File: src/rtl/shallow_fifo_rr_drain.sv
// Round-robin drain of NUM_QUEUES shallow FIFOs onto one valid/ready stream.
// Handshake: a word transfers on a rising edge where out_valid and out_ready are both high.
module shallow_fifo_rr_drain #(
   parameter int NUM_QUEUES = 4,
   parameter int DATA_WIDTH = 8,
   parameter int MAX_BURST  = 4,
   parameter int SRC_WIDTH  = (NUM_QUEUES > 1 ? $clog2(NUM_QUEUES) : 1)
) (
   input  logic                             clk,
   input  logic                             rst_n,
   input  logic [NUM_QUEUES-1:0]            q_empty,
   output logic [NUM_QUEUES-1:0]            q_rd_en,
   input  logic [NUM_QUEUES*DATA_WIDTH-1:0] q_rd_data,
   output logic                             out_valid,
   input  logic                             out_ready,
   output logic [DATA_WIDTH-1:0]            out_data,
   output logic [SRC_WIDTH-1:0]             out_src,
   output logic                             out_last
);

   localparam int CNT_WIDTH = $clog2(MAX_BURST + 1);
   localparam logic [CNT_WIDTH-1:0] LAST_CNT = CNT_WIDTH'(MAX_BURST - 1);
   localparam logic [SRC_WIDTH-1:0] LAST_Q   = SRC_WIDTH'(NUM_QUEUES - 1);
   localparam logic [SRC_WIDTH:0]   NQ_EXT   = (SRC_WIDTH + 1)'(NUM_QUEUES);

   typedef enum logic {IDLE, BURST} state_t;

   state_t                 state, state_next;
   logic [SRC_WIDTH-1:0]   grant, grant_next;
   logic [SRC_WIDTH-1:0]   rr_ptr, rr_ptr_next;
   logic [CNT_WIDTH-1:0]   burst_cnt, burst_next;
   logic [NUM_QUEUES-1:0]  rot_ne;
   logic [SRC_WIDTH-1:0]   offset;
   logic [SRC_WIDTH:0]     found_sum;
   logic [SRC_WIDTH-1:0]   found_idx;
   logic                   found;
   logic [SRC_WIDTH-1:0]   grant_wrap;
   logic                   grant_empty;
   logic [DATA_WIDTH-1:0]  grant_data;
   logic                   load;
   logic                   pop;

   // Non-empty flags rotated so bit k is queue (rr_ptr + k) mod NUM_QUEUES.
   assign rot_ne = NUM_QUEUES'({~q_empty, ~q_empty} >> rr_ptr);

   always_comb begin
      found     = 1'b0;
      offset    = '0;
      found_sum = '0;
      found_idx = '0;
      for (int k = NUM_QUEUES - 1; k >= 0; k--) begin
         if (rot_ne[k]) begin
            found  = 1'b1;
            offset = SRC_WIDTH'(k);
         end
      end
      found_sum = {1'b0, rr_ptr} + {1'b0, offset};
      if (found_sum >= NQ_EXT) found_sum = found_sum - NQ_EXT;
      found_idx = found_sum[SRC_WIDTH-1:0];
   end

   always_comb begin
      grant_empty = 1'b1;
      grant_data  = '0;
      for (int i = 0; i < NUM_QUEUES; i++) begin
         if (grant == SRC_WIDTH'(i)) begin
            grant_empty = q_empty[i];
            grant_data  = q_rd_data[i*DATA_WIDTH +: DATA_WIDTH];
         end
      end
   end

   assign grant_wrap = (grant == LAST_Q) ? '0 : grant + 1'b1;
   assign load       = ~out_valid | out_ready;
   assign pop        = rst_n & (state == BURST) & load & ~grant_empty;

   always_comb begin
      q_rd_en = '0;
      for (int i = 0; i < NUM_QUEUES; i++) begin
         q_rd_en[i] = pop & (grant == SRC_WIDTH'(i));
      end
   end

   always_comb begin
      state_next  = state;
      grant_next  = grant;
      rr_ptr_next = rr_ptr;
      burst_next  = burst_cnt;
      case (state)
         IDLE: begin
            if (found) begin
               grant_next = found_idx;
               burst_next = '0;
               state_next = BURST;
            end
         end
         BURST: begin
            // Without load the whole scheduler freezes, empty flags included.
            if (load) begin
               if (!grant_empty) begin
                  burst_next = burst_cnt + 1'b1;
                  if (burst_cnt == LAST_CNT) begin
                     state_next  = IDLE;
                     rr_ptr_next = grant_wrap;
                  end
               end else begin
                  state_next  = IDLE;
                  rr_ptr_next = grant_wrap;
               end
            end
         end
         default: state_next = IDLE;
      endcase
   end

   always_ff @(posedge clk or negedge rst_n) begin
      if (!rst_n) begin
         state     <= IDLE;
         grant     <= '0;
         rr_ptr    <= '0;
         burst_cnt <= '0;
      end else begin
         state     <= state_next;
         grant     <= grant_next;
         rr_ptr    <= rr_ptr_next;
         burst_cnt <= burst_next;
      end
   end

   always_ff @(posedge clk or negedge rst_n) begin
      if (!rst_n) begin
         out_valid <= 1'b0;
         out_data  <= '0;
         out_src   <= '0;
         out_last  <= 1'b0;
      end else if (pop) begin
         out_valid <= 1'b1;
         out_data  <= grant_data;
         out_src   <= grant;
         out_last  <= (burst_cnt == LAST_CNT);
      end else if (out_valid && out_ready) begin
         out_valid <= 1'b0;
         out_last  <= 1'b0;
      end
   end

endmodule

File: config.mk
export PLATFORM = sky130hd
export DESIGN_NAME = shallow_fifo_rr_drain
export DESIGN_NICKNAME = d
export VERILOG_FILES = /design/src/rtl/shallow_fifo_rr_drain.sv
export SDC_FILE = /design/constraint.sdc
export NUM_CORES = 1
export LEC_CHECK = 0
export ABC_AREA = 1
export CAP_MARGIN = 5
export CORE_ASPECT_RATIO = 1.4
export CORE_MARGIN = 3
export CORE_UTILIZATION = 40
export DETAILED_ROUTE_END_ITERATION = 10
export PLACE_DENSITY_LB_ADDON = 0.05
export SLEW_MARGIN = 20
export SYNTH_ARGS = -nofsm -noshare
export SYNTH_HDL_FRONTEND = slang
export SYNTH_SLANG_ARGS = --single-unit
File: constraint.sdc
create_clock -name clk -period 2.1 [get_ports clk]
set_input_delay 0.315 -clock clk [delete_from_list [all_inputs] [get_ports clk]]
set_output_delay 0.315 -clock clk [all_outputs]
set_load 0.01 [all_outputs]
==> run metrics <==
status finished clean; # IOs 55; nature of the critical path startpoint flop; leakage power of the design about 1.1 nW; Final GP Congestion 0.808; port buffer count 54; worst slew pin tran around 0.42 ns; min setup slack post-route 0.0865 ns; Layout Area Growth over Synthesis 51.8%; post-synthesis cell type count 23; fin util 64.6%; Starting DRT DRC Count ~70; main combinational cell family by area after synthesis simple AND/OR/NAND/NOR gates; Root Buffer clkbuf_8; CP Class reg2out; period utilization 95.9%; Gate power share between 60% and 70%; Hold WS ~0.44 ns; die width about 57 um; Placed Instance Area about 2100 um2; CTS buffer count 3; Min-Delay Path Class in2async; Die H ~78 um; DP HPWL between 3000 and 4000 um; sequential fraction of the synthesis area 34.2%; Max Slew Vio Count 0; Seq cells post-synth 20; MaxCap Viol Count 0; largest net degree at the start of global routing 21; die area roughly 4400 um2; synth warn 0; layout cells sized above 1 18.4%; post-route minimum period 2.01 ns; total track usage between 10% and 20%; vias per cell between 4 and 5; Synth Area in XOR/XNOR 0.598%; Synth Area in Adders under 10%; Sequential Power Share between 20% and 30%; # hold bufs at CTS 0; Max-slew headroom a little over 70%; Setup TNS 0 ns; total gr overflow 0; Max clock buf depth 2; Syn Inst Count roughly 210; mux cell area share after synthesis 0%; Synth Area in Compound Gates a little under a tenth; ANT cells 0; drt pass-1 iters 4; CTS tree yes; Post-Synth Simple-Gate Area a little over two fifths; vias in the first global route 1661; Placement Rows 25; antenna violations before repair 0; Non-Filler Instances approximately 320; WL final ~4200 um; WP data arrival between 1.5 and 2 ns; Pwr Total 2.96 mW; clock latency on the worst-skew pair about 0.25 ns; DRC 0; Final setup viols 0; commonest non-fill, non-tap cell in the layout nand2_1; Clock Power Share under 10%; Clk pin slew, worst setup/hold paths 0.07 ns; wire per inst roughly 13 um; placed cell count ~320; post-synthesis average cell area slightly below 7 um2; critical path endpoint category primary output; Starting Density 42.5%; clock sink count 20; Design Area, Final between 2000 and 2500 um2; H-tree levels 1; dpl ws -0.0697 ns; vias roughly 1600; Power Density ~1300 nW/um2; Max Clk Rate between 400 and 500 MHz; fin nets 330; first-pass GRT wire length 7160 um; critical path required time between 1.5 and 2 ns; core area about 3400 um2; final hold violation count 0; DRT antenna net count 0; Syn Nets about 260; peak supply drop approximately 0.85 mV; most frequent cells in the layout nand2_1, clkdlybuf4s50_1, nand3_1; Pint 1.60 mW; clk_skew roughly 0.0031 ns; CP Max Fanout 5; RSZ-0062 raised after global routing no; Switching Fraction between 40% and 50%; P_sw 1.36 mW; Synth Cell Area 1460 um2
-- cell families (layout without fill, tap and decap cells) --
logic type	after synthesis	count (layout)
buffers and inverters	20	91
flip-flops	20	20
AO/OA/AOI/OAI	23	23
adder cells (fa/ha/maj)	7	7
AND/OR/NAND/NOR	141	141
XOR/XNOR	1	1
-- power groups by stage --
stage | Clock [mW] | Combinational [mW] | Sequential, mW
after floorplan | 0 | 1.26 | 0.688
after global placement | 0 | 1.92 | 0.672
after detailed placement | 0 | 1.94 | 0.675
after CTS | 0.294 | 1.99 | 0.676
after global routing | 0.313 | 2.27 | 0.700
final | 0.285 | 1.99 | 0.677
-- registers in the layout, summed over array words and instances, names as in the netlist --
signal / flops
out_valid: 1
out_src: 2
rr_ptr: 2
burst_cnt: 3
state: 1
out_data: 8
grant: 2
out_last: 1
-- path summary, 6_finish.rpt --
path                       cells after the start  slack (ns)                      end                     from
max in group asynchronous                      2        1.44     grant[0]$_DFFE_PN0P_                    rst_n
max                                            8        0.09               q_rd_en[1]     grant[0]$_DFFE_PN0P_
min reg2reg                                    2        0.49  out_data[5]$_DFFE_PN0P_  out_data[5]$_DFFE_PN0P_
min                                            2        0.44     out_last$_DFFE_PN0P_                    rst_n
max reg2reg                                   11        0.35     grant[1]$_DFFE_PN0P_    rr_ptr[0]$_DFFE_PN0P_
min in group clk                               2        0.49  out_data[5]$_DFFE_PN0P_  out_data[5]$_DFFE_PN0P_
-- Yosys cell counts (all sizes together) --
master  number  area (um2)
nand2       98         400
nor2        11        43.8
xor2         1        8.76
ha           7        87.6
buf          6        57.5
nand3b       3        22.5
o211ai       8        60.1
or2          1        6.26
a21oi       10        50.1
dfrtp       20         500
o21ai        5        28.8
inv         14        57.6
nand3       28         140
-- critical path: stages, from the launching register on --
cell,delay (ns)
dfrtp_2,0.42
buf_4,0.14
ha_4,0.15
inv_2,0.03
or2_1,0.23
nand2_4,0.09
nand2_4,0.06
nor2_2,0.09
clkdlybuf4s15_2,0.23
-- routing by layer --
metal	share of wire (%)	up-vias	wire, um	global-route usage (%)
met4	1.1	0	45	2.32
met1	42	744	1740	24.4
met5	0	-	0	0
li1	-	827	-	-
met2	54	33	2230	36.8
met3	3.4	4	143	3.66
-- area by class of cell --
cell class / instances / area [um2]
Fill cell: 355 / 1220
Multi-Input combinational cell: 172 / 887
Timing Repair Buffer: 73 / 669
Sequential cell: 20 / 503
Inverter: 14 / 57.6
Clock buffer: 4 / 55.1
Tap cell: 40 / 50.0
-- timing repair --
action	CTS	global route
gates resized for setup	16	10
buffers inserted	1	1
endpoints found under the setup margin	4	5
Power figures use the tool's default switching activity.
